File: config.mk
export PLATFORM = sky130hd
export DESIGN_NAME = shift_register_sequencer
export DESIGN_NICKNAME = d
export VERILOG_FILES = /design/src/rtl/shift_register_sequencer_pkg.sv /design/src/rtl/shift_register_sequencer_piso.sv /design/src/rtl/shift_register_sequencer.sv
export SDC_FILE = /design/constraint.sdc
export NUM_CORES = 1
export LEC_CHECK = 0
export ABC_AREA = 1
export BUFFER_PORTS_ARGS = -buffer_cell sky130_fd_sc_hd__buf_4
export CAP_MARGIN = 10
export CELL_PAD_IN_SITES_DETAIL_PLACEMENT = 0
export CELL_PAD_IN_SITES_GLOBAL_PLACEMENT = 1
export CORE_AREA = 2 2 47 49
export CTS_CLUSTER_SIZE = 20
export DETAILED_ROUTE_END_ITERATION = 16
export DIE_AREA = 0 0 49 51
export HOLD_SLACK_MARGIN = 0.08
export PLACE_DENSITY_LB_ADDON = 0.1
export SETUP_SLACK_MARGIN = 0.3
export SLEW_MARGIN = 40
export SYNTH_ARGS = -nofsm -noshare
export SYNTH_HDL_FRONTEND = slang
export SYNTH_SLANG_ARGS = --single-unit
export TNS_END_PERCENT = 10
File: constraint.sdc
create_clock -name clk -period 3.3 [get_ports clk]
set_input_delay 0.33 -clock clk [delete_from_list [all_inputs] [get_ports clk]]
set_output_delay 0.33 -clock clk [all_outputs]
set_load 0.02 [all_outputs]
File: src/rtl/shift_register_sequencer_pkg.sv
// Shared state encoding and counter-width helper for the shift register sequencer.
package shift_register_sequencer_pkg;

  localparam logic [1:0] IDLE_ENC  = 2'd0;
  localparam logic [1:0] SHIFT_ENC = 2'd1;
  localparam logic [1:0] DONE_ENC  = 2'd2;

  typedef enum logic [1:0] {
    IDLE  = IDLE_ENC,
    SHIFT = SHIFT_ENC,
    DONE  = DONE_ENC
  } state_e;

  // A counter needs at least one bit even when it only ever holds 0.
  function automatic int unsigned cnt_width(input int unsigned n);
    return (n > 1) ? $clog2(n) : 1;
  endfunction

endpackage

File: src/rtl/shift_register_sequencer_piso.sv
// Parallel-in/serial-out register: loads a word, shifts toward the head bit with zero fill.
module piso_shift_register #(
  parameter int WIDTH     = 8,
  parameter bit MSB_FIRST = 1'b1
) (
  input  logic             clk,
  input  logic             rst,
  input  logic             load,
  input  logic             shift,
  input  logic [WIDTH-1:0] in,
  output logic             head
);

  logic [WIDTH-1:0] data_q;
  logic [WIDTH-1:0] data_d;

  always_comb begin
    // NOTE: assign a default first so every path writes data_d; otherwise a latch is inferred.
    data_d = data_q;
    if (load) begin
      data_d = in;
    end else if (shift) begin
      data_d = MSB_FIRST ? {data_q[WIDTH-2:0], 1'b0} : {1'b0, data_q[WIDTH-1:1]};
    end
  end

  // NOTE: sequential state uses non-blocking assignment so all flops update from pre-edge values.
  always_ff @(posedge clk) begin
    if (rst) data_q <= '0;
    else     data_q <= data_d;
  end

  assign head = MSB_FIRST ? data_q[WIDTH-1] : data_q[0];

endmodule

File: src/rtl/shift_register_sequencer.sv
// Serializes WIDTH-bit words accepted over valid/ready, holding each bit CLKS_PER_BIT cycles.
module shift_register_sequencer
  import shift_register_sequencer_pkg::*;
#(
  parameter int WIDTH        = 8,
  parameter int CLKS_PER_BIT = 1,
  parameter bit MSB_FIRST    = 1'b1
) (
  input  logic             clk,
  input  logic             rst,
  input  logic [WIDTH-1:0] in_data,
  input  logic             in_valid,
  output logic             in_ready,
  input  logic             abort,
  output logic             shift_out,
  output logic             shift_en,
  output logic             busy,
  output logic             done
);

  localparam int BIT_W = cnt_width(WIDTH);
  localparam int PER_W = cnt_width(CLKS_PER_BIT);

  localparam logic [BIT_W-1:0] BIT_LAST = BIT_W'(WIDTH - 1);
  localparam logic [PER_W-1:0] PER_LAST = PER_W'(CLKS_PER_BIT - 1);

  state_e           state_q, state_d;
  logic [BIT_W-1:0] bit_cnt_q, bit_cnt_d;
  logic [PER_W-1:0] per_cnt_q, per_cnt_d;
  logic             load;
  logic             shift;
  logic             head;

  piso_shift_register #(
    .WIDTH     (WIDTH),
    .MSB_FIRST (MSB_FIRST)
  ) u_piso (
    .clk   (clk),
    .rst   (rst),
    .load  (load),
    .shift (shift),
    .in    (in_data),
    .head  (head)
  );

  always_comb begin
    state_d   = state_q;
    bit_cnt_d = bit_cnt_q;
    per_cnt_d = per_cnt_q;
    load      = 1'b0;
    shift     = 1'b0;
    in_ready  = 1'b0;
    busy      = 1'b0;
    shift_out = 1'b0;
    shift_en  = 1'b0;
    done      = 1'b0;

    unique case (state_q)
      IDLE: begin
        in_ready = 1'b1;
        if (in_valid && !abort) begin
          load      = 1'b1;
          bit_cnt_d = '0;
          per_cnt_d = '0;
          state_d   = SHIFT;
        end
      end
      SHIFT: begin
        busy      = 1'b1;
        shift_out = head;
        shift_en  = (per_cnt_q == '0);
        if (abort) begin
          bit_cnt_d = '0;
          per_cnt_d = '0;
          state_d   = IDLE;
        end else if (per_cnt_q == PER_LAST) begin
          shift     = 1'b1;
          per_cnt_d = '0;
          // Last bit: return the bit counter to 0 instead of stepping past WIDTH-1.
          if (bit_cnt_q == BIT_LAST) begin
            bit_cnt_d = '0;
            state_d   = DONE;
          end else begin
            bit_cnt_d = bit_cnt_q + BIT_W'(1);
          end
        end else begin
          per_cnt_d = per_cnt_q + PER_W'(1);
        end
      end
      DONE: begin
        done    = 1'b1;
        state_d = IDLE;
      end
      default: state_d = IDLE;
    endcase

    // Outputs are forced low for the whole cycle in which reset is asserted.
    if (rst) begin
      in_ready  = 1'b0;
      busy      = 1'b0;
      shift_out = 1'b0;
      shift_en  = 1'b0;
      done      = 1'b0;
    end
  end

  always_ff @(posedge clk) begin
    if (rst) begin
      state_q   <= IDLE;
      bit_cnt_q <= '0;
      per_cnt_q <= '0;
    end else begin
      state_q   <= state_d;
      bit_cnt_q <= bit_cnt_d;
      per_cnt_q <= per_cnt_d;
    end
  end

endmodule
# Word level (Yosys, flattened, before mapping)
# Cells that the tools add are included.
[totals] wordCells=52 out_inout_bits=5 in_bits=12 ff_bits=14
[classes] add_sub_neg=2 n_eq_ne=6 n_reduce_logical=8 n_mux=31 bitwise=1
[op_table] operator="$mux W1" n=18
[op_table] operator="$mux W8" n=2
[op_table] operator="$mux W3" n=4
[op_table] operator="$mux W2" n=4
[op_table] operator="$ne A3 B3 Y1 const B" n=2
[op_table] operator="$pmux W3 S2" n=1
[op_table] operator="$reduce_and A3 Y1" n=2
[op_table] operator="$pmux W2 S2" n=1
[op_table] operator="$reduce_bool A2 Y1" n=2
[op_table] operator="$add A3 B1 Y3 const B" n=1
[op_table] operator="$eq A3 B3 Y1 const B" n=1
[op_table] operator="$eq A2 B1 Y1 const B" n=1
[op_table] operator="$eq A2 B2 Y1 const B" n=1
[op_table] operator="$logic_not A2 Y1" n=1
[op_table] operator="$ne A2 B2 Y1 const B" n=1
[op_table] operator="$pmux W1 S2" n=1
[op_table] operator="$reduce_and A2 Y1" n=1
[op_table] operator="$add A1 B1 Y1 const B" n=1
[op_table] operator="$logic_and A1 B1 Y1" n=1
[op_table] operator="$logic_not A1 Y1" n=1
[op_table] operator="$not A1 Y1" n=1

# Logic depth before layout (Yosys ltp)
# Gate-level depths: netlist (run 1).
[logic_depth] ltp_word=5 mapped_depth=7 depth_no_buf=7

# Modules after synthesis
# Synthesis (run 1) repeated with hierarchy kept, for this count alone.
[hier_totals] hier_cells=111 hier_area_um2=728.2
[modules_own_cells] module="piso_shift_register" cells_each=60 instances=1 seq_area_each_um2=160.2 area_each_um2=399.1
[modules_own_cells] module="shift_register_sequencer" cells_each=51 instances=1 seq_area_each_um2=100.1 area_each_um2=329.1

# Worst setup path after synthesis (run 1)
# OpenSTA, ideal clock, no wires.
[synth_timing] path_type="input to output" start="input port rst" end="output port shift_en" path_slack_ns=1.769 n_path_buf=3 required_ns=2.970 cell_stages=4 arrival_time_ns=1.201 path_cell_list="clkbuf_1 -> buf_2 -> nor2_1 -> buf_4"
[synth_via] elab_chain_cells=1
[synth_rtl] element="start, declared" line_no="shift_register_sequencer.sv:10" rtl="input logic rst,"
[synth_rtl] element="$mux W1" line_no="shift_register_sequencer.sv:98" rtl="if (rst) begin"
[synth_rtl] element="end, declared" line_no="shift_register_sequencer.sv:16" rtl="output logic shift_en,"
# No other way between the ends.

# Worst setup path after layout (run 1)
[layout_timing] start="register state_q[0]" end="output port shift_out"
[layout_via] elab_chain_cells=3
[layout_rtl] element="start, declared" line_no="shift_register_sequencer.sv:27" rtl="state_e state_q, state_d;"
[layout_rtl] element="start signal, assigned" line_no="shift_register_sequencer.sv:113" rtl="state_q <= state_d;"
[layout_rtl] element="$eq A2 B1 Y1" line_no="shift_register_sequencer.sv:58" rtl="unique case (state_q)"
[layout_rtl] element="$mux W1" line_no="shift_register_sequencer.sv:58"
[layout_rtl] element="$mux W1" line_no="shift_register_sequencer.sv:98"
[layout_rtl] element="end, declared" line_no="shift_register_sequencer.sv:15" rtl="output logic shift_out,"
# No other way between the ends.

==> metrics.txt, run 1 <==
Post-synth EDFFs 0; clk_skew 0.00197 ns; Hold Path Sink u_piso.data_q[0]$_SDFFE_PP0P_; most common cell after layout, fill and taps aside nand3_1; # DRC 0; Post-Syn Instances 97; vias per cell 4.71; max-cap violations 0; CP startpoint kind flip-flop; setup_tns 0 ns; Synth Cell Area 706 um2; slowest CP cell dfxtp_1; Peak VDD IR 179 uV; 1st-iter DRT viols 7; Worst Tran Pin Value 0.421 ns; synthesized flop and latch total 13; Nets 126; fraction of the yosys area taken by sequential cells 36.9%; crit path buf inv count 2; max incr delay on CP 0.48 ns; Post-CTS Hold Fix Bufs 0; Pwr per Cell Area 378 nW/um2; post-CTS setup buffers 0; worst path cell trace inv_1, nor2_2, nand2_1, nor2_1, buf_4; clock buffer depth 2; largest net degree at the start of global routing 17; area of the die 2500 um2; Final HPWL DP 1.11 mm; setup violators final 0; Synth Net Count 111; Min-Delay Path Depth 3; fraction of registers with async set/reset 0%; Worst EP required 2.97 ns; CTS tree yes; Filler cells 253; Clock transition at path regs 0.08 ns; antenna violations before repair 0; crit-path leading delay family flip-flops; clock tree sinks 13; Critical Path AT 1.37 ns; Ant. Diodes 0; WL/cell 11.0 um; period utilisation layout 51.6%; max-slew violations 0; Critical R2R Capture u_piso.data_q[3]$_SDFFE_PP0P_; Skew-Pair Late Insertion Delay 0.28 ns; unrepaired setup endpoints after global routing no; die height 51 um; drt first pass iters 2; FF/Latch Area 260 um2; R2R setup slack 2.06 ns; chip width 49 um; Root Driver clkbuf_4; core area 2060 um2; final instance area 837 um2; DRT antenna net count 0; GRT Total Usage 14.1%; vias in the first global route 650; critical path class flip-flop to output pin; Multi-input gate area 350 um2; vias 654; Avg Synthesized Cell Area 7.28 um2; drt total wl 1.53 mm; Num CTS Buffers 3; status finished clean; Hold Path Class input pin to flip-flop; CP max FO 7; Final min period 1.70 ns; GPL Wtd Cong 0.688; maximum clock frequency 587 MHz; Ys Warns 0; Starting Density 34.2%; worst min-delay path startpoint in_data[0]; remaining global-route overflow 0; reg-to-reg critical path startpoint state_q[0]$_SDFFE_PP0P_; H-tree level count 1; Main synth FF type dfxtp_1; commonest non-fill, non-tap cells in the layout nand3_1 (22), buf_4 (16), nand2_1 (15); CP Capture Type output pin; Final Hold Violating Endpoints 0; R2R depth 6; first-pass GRT wire length 2.69 mm; num rows 17; Yosys cell types 20; placed cell areas 811 um2; Layout area overhead 18.6%; number of I/O pins 17; Resized cells post-CTS 0; IO buf count 16; layout cell share with drive strength beyond 1 23.4%; Leakage 0.382 nW; Max-slew headroom 71.9%
==> logic make-up after synthesis <==
group                      share of synthesized area [%]
DFF                                                 36.9
and+or+nand+nor                                     38.5
AOI/OAI and AO/OA                                   7.62
buffers and inverters                               13.5
adders and majority gates                           3.55
==> power by group <==
| group | leakage [nW] | internal [mW] | switching (mW) |
|---|---|---|---|
| Combinational | 0.261 | 0.0207 | 0.0276 |
| Clock | 0.0150 | 0.0469 | 0.0531 |
| Sequential | 0.106 | 0.163 | 0.00467 |
| Total | 0.382 | 0.231 | 0.0854 |
==> synth_stat cells (2+ instances only) <==
master / instances / area share [%]
inv_1: 11 / 5.9
a21oi_1: 9 / 6.4
dfxtp_1: 13 / 37
nand2_1: 15 / 8.0
ha_1: 2 / 3.5
nand3b_1: 2 / 2.1
buf_6: 3 / 4.8
nor3_1: 4 / 2.8
nand3_1: 22 / 16
nor2_2: 2 / 1.8
nor2_1: 5 / 2.7
==> final cells by class <==
cell class | instances | share of cell area [%]
multi-input cells | 66 | 41.9
inverters | 12 | 5.38
repair buffers | 16 | 14.3
clock buffers | 4 | 3.14
flip-flops and latches | 13 | 31.1
well taps | 28 | 4.19
==> per-layer routing <==
layer	vias up	part of all wire [%]	GRT usage [%]
li1	347	-	-
met5	-	0	0
met3	4	3.6	2.34
met2	10	46	24.7
met1	293	48	16.3
met4	0	2.2	8.57
==> per-stage QoR <==
step	util, %	setup slack (ns)	instances	total power, mW	hold WS, ns
2_1_floorplan	-	1.77	97	0.205	0.457
3_3_place_gp	39.3	1.87	135	0.221	0.472
3_5_place_dp	39.3	1.86	135	0.221	0.478
4_1_cts	40.6	1.57	139	0.322	0.328
5_1_grt	40.6	1.43	139	0.335	0.329
6_report	40.6	1.60	139	0.317	0.329
==> registers in the layout, summed over array words and instances (netlist names) <==
register and count:
bit_cnt_q 3, state_q 2, u_piso.data_q 8
==> worst reg2reg max path, cell delays in order (launching register included) <==
cell	delay [ns]
dfxtp_1	0.48
nand3_2	0.27
inv_1	0.19
nand2_1	0.08
nand3_1	0.09
nand2_1	0.05
inv_1	0.04
==> worst max-delay path by stage <==
stage	startpoint	end	slack, ns	cells past startpoint
finish	state_q[0]$_SDFFE_PP0P_	shift_out	1.60	5
global route	state_q[0]$_SDFFE_PP0P_	shift_out	1.43	5
CTS	state_q[0]$_SDFFE_PP0P_	shift_out	1.57	5
detailed placement	abort	u_piso.data_q[3]$_SDFFE_PP0P_	1.86	8
global placement	abort	u_piso.data_q[3]$_SDFFE_PP0P_	1.87	8
floorplan	rst	shift_en	1.77	4
Note: power is estimated with default switching activity, not from simulation.
==> inputs of run 2 (changes only) <==
ABC_AREA = 0   (was 1)
CORE_AREA = 2 2 46 48   (was 2 2 47 49)
DIE_AREA = 0 0 48 50   (was 0 0 49 51)
clock period = 1.6 ns   (was 3.3 ns; I/O delays follow)
==> metrics.txt, run 2 <==
status finished clean; part of the power in combinational logic 16.9% (+1.6 points); synth top area cells dfxtp_1 (41%), a21oi_1 (6.3%), a211oi_1 (5.9%), nand2_1 (5.9%), ha_1 (3.9%); Worst EP required 1.81 ns (-1.16 ns); largest net degree at the start of global routing 18 (+1); Synth Cell Area 641 um2 (-9.2%); GRT Total Usage 14.8% (+0.64 points); clk_skew 0.00589 ns (+0.00392 ns); Skew-Pair Late Insertion Delay 0.28 ns (about the same); critical path class flip-flop to flip-flop; Pwr per Cell Area 740 nW/um2 (+96%); synthesized flop and latch total 13 (unchanged); dominant cell type by area after synthesis dfxtp_1; drt total wl 1.47 mm (-4.0%); Sw Ratio 26.5% (-0.47 points); setup violators final 0 (unchanged); P_int 492 uW (+110%); Top reg by flops u_piso.data_q; commonest non-fill, non-tap cells in the layout buf_4 (22), dfxtp_1 (11), nand2_1 (10); first-pass GRT wire length 2.52 mm (-6.4%); vias 609 (-6.9%); Num CTS Buffers 3 (unchanged); Post-CTS Hold Fix Bufs 0 (unchanged); maximum clock frequency 723 MHz; Setup WS pre-CTS 0.140 ns (-1.72 ns); Synth Net Count 89 (-20%); clock buffer depth 2 (unchanged); # DRC 0 (unchanged); Critical Path AT 1.60 ns (+0.23 ns); chip width 48 um (-2.0%); fraction of the yosys area taken by sequential cells 40.6% (+3.7 points); Ant. Diodes 0 (unchanged); Seq pwr share 52.2% (-0.9 points); Clock Power Share 30.9% (-0.7 points); 1st-iter DRT viols 6 (-1); Peak VDD IR 570 uV (+220%); Hold Path Class input pin to flip-flop; Yosys top cell area share 40.6% (+3.7 points); count leader, synth dfxtp_1; num rows 16 (-1); GPL Wtd Cong 0.682 (-0.94%); max FFs per register 8 (unchanged); Leakage 0.363 nW (-5.0%); unrepaired setup endpoints after global routing yes; max-slew violations 0 (unchanged); remaining global-route overflow 0 (unchanged); core area 1900 um2 (-7.8%); IO buf count 16 (unchanged); clock tree sinks 13 (unchanged); Layout area overhead 41.2%; switching pwr 177 uW (+110%); final instance area 905 um2 (+8.1%); most frequent cells after synthesis dfxtp_1 (13), nand2_1 (10), a21oi_1 (8); DRT antenna net count 0 (unchanged); Nets 113 (-10%); Root Driver clkbuf_4; layout cell share with drive strength beyond 1 40.8% (+17 points); CP Capture Type flip-flop; vias in the first global route 561 (-14%); vias per cell 4.87 (+3.5%); Ys Warns 0 (unchanged); number of I/O pins 17 (unchanged); Yosys cell types 25 (+25%); period utilisation layout 86.4%; placed cell areas 810 um2 (-0.15%); antenna violations before repair 0 (unchanged); Starting Density 33.7% (-0.52 points); die height 50 um (-2.0%); Post-Syn Instances 75 (-23%); CTS tree yes; WL/cell 11.8 um (+6.7%); Top Registers u_piso.data_q: 8 flops, bit_cnt_q: 3 flops, state_q: 2 flops; max-cap violations 0 (unchanged); CP max FO 7 (unchanged); Final Power 669 uW (+110%); Post-synth EDFFs 0 (unchanged); Main synth FF type dfxtp_1; setup_tns 0 ns (unchanged); area of the die 2400 um2 (-4.0%); CP startpoint kind flip-flop; Final min period 1.38 ns; Max-slew headroom 87.1% (+15 points); Avg Synthesized Cell Area 8.54 um2 (+17%); fraction of registers with async set/reset 0% (unchanged); Worst Tran Pin Value 0.192 ns (-0.230 ns); Worst Slack Setup Final 0.217 ns (-1.38 ns); most common cell after layout, fill and taps aside buf_4; Clock transition at path regs 0.09 ns (about the same); drt first pass iters 4 (+2); Final HPWL DP 994 um (-10%); Final Hold Violating Endpoints 0 (unchanged); H-tree level count 1 (unchanged)
[run 2: changes by cell type after synthesis, sizes merged, moves of 3 or more]
cell,previous run,this run
nand2,16,10
a211oi,0,5
nand3,23,4
nor3b,0,3
inv,12,1
[run 2: logic make-up after synthesis]
| logic type | synth area share, % |
|---|---|
| DFF | 40.6 |
| and+or+nand+nor | 31.6 |
| buffers and inverters | 5.66 |
| adders and majority gates | 3.91 |
| AOI/OAI and AO/OA | 18.2 |
[run 2: layout make-up]
class                           instances  area [um2]
Fill cell                             194         997
Multi-Input combinational cell         55         373
Sequential cell                        13         265
Timing Repair Buffer                   25         199
Tap cell                               27        33.8
Clock buffer                            3        22.5
Inverter                                1        6.26
Clock inverter                          1        5.00
[run 2: critical path, cell delays in order, from the launching register on]
cell	delay, ns
dfxtp_2	0.34
buf_6	0.14
or3b_4	0.37
or4_1	0.40
o21ai_1	0.08
[run 2: final timing paths]
path / endpoint / start / slack [ns] / cells after the start
max: bit_cnt_q[0]$_SDFFE_PP0P_ / state_q[1]$_SDFFE_PP0P_ / 0.22 / 4
min: u_piso.data_q[0]$_SDFFE_PP0P_ / in_data[0] / 0.12 / 3
max reg2reg: bit_cnt_q[0]$_SDFFE_PP0P_ / state_q[1]$_SDFFE_PP0P_ / 0.22 / 4
min reg2reg: u_piso.data_q[1]$_SDFFE_PP0P_ / u_piso.data_q[1]$_SDFFE_PP0P_ / 0.47 / 2
[run 2: metrics by stage]
stage	std cells	hold WS, ns	utilization (%)
floorplan	75	0.296	-
global placement	116	0.410	42.6
detailed placement	116	0.425	42.6
CTS	122	0.116	46.0
global route	125	0.134	47.6
finish	125	0.125	47.6
[run 2: repair_timing]
action                                 CTS  global route
resized for setup                        9             3
setup endpoints to repair               15            16
cloned                                   0             0
pin swaps                                3             3
setup buffers                            2             3
endpoints found under the hold margin    0             0
[run 2: power by group through the flow]
stage	sequential (mW)	clock, mW	combinational, mW
CTS	0.349	0.217	0.109
floorplan	0.355	0	0.0639
global route	0.352	0.239	0.126
detailed placement	0.358	0	0.101
finish	0.350	0.207	0.113
global placement	0.357	0	0.101
[run 2: routing by layer]
metal  wire length, um  global-route usage (%)  vias to the layer above
li1                  -                       -                      314
met1               631                    18.8                      279
met2               751                    22.9                       14
met3                81                    6.59                        2
met4                 7                    2.70                        0
met5                 0                       0                        -
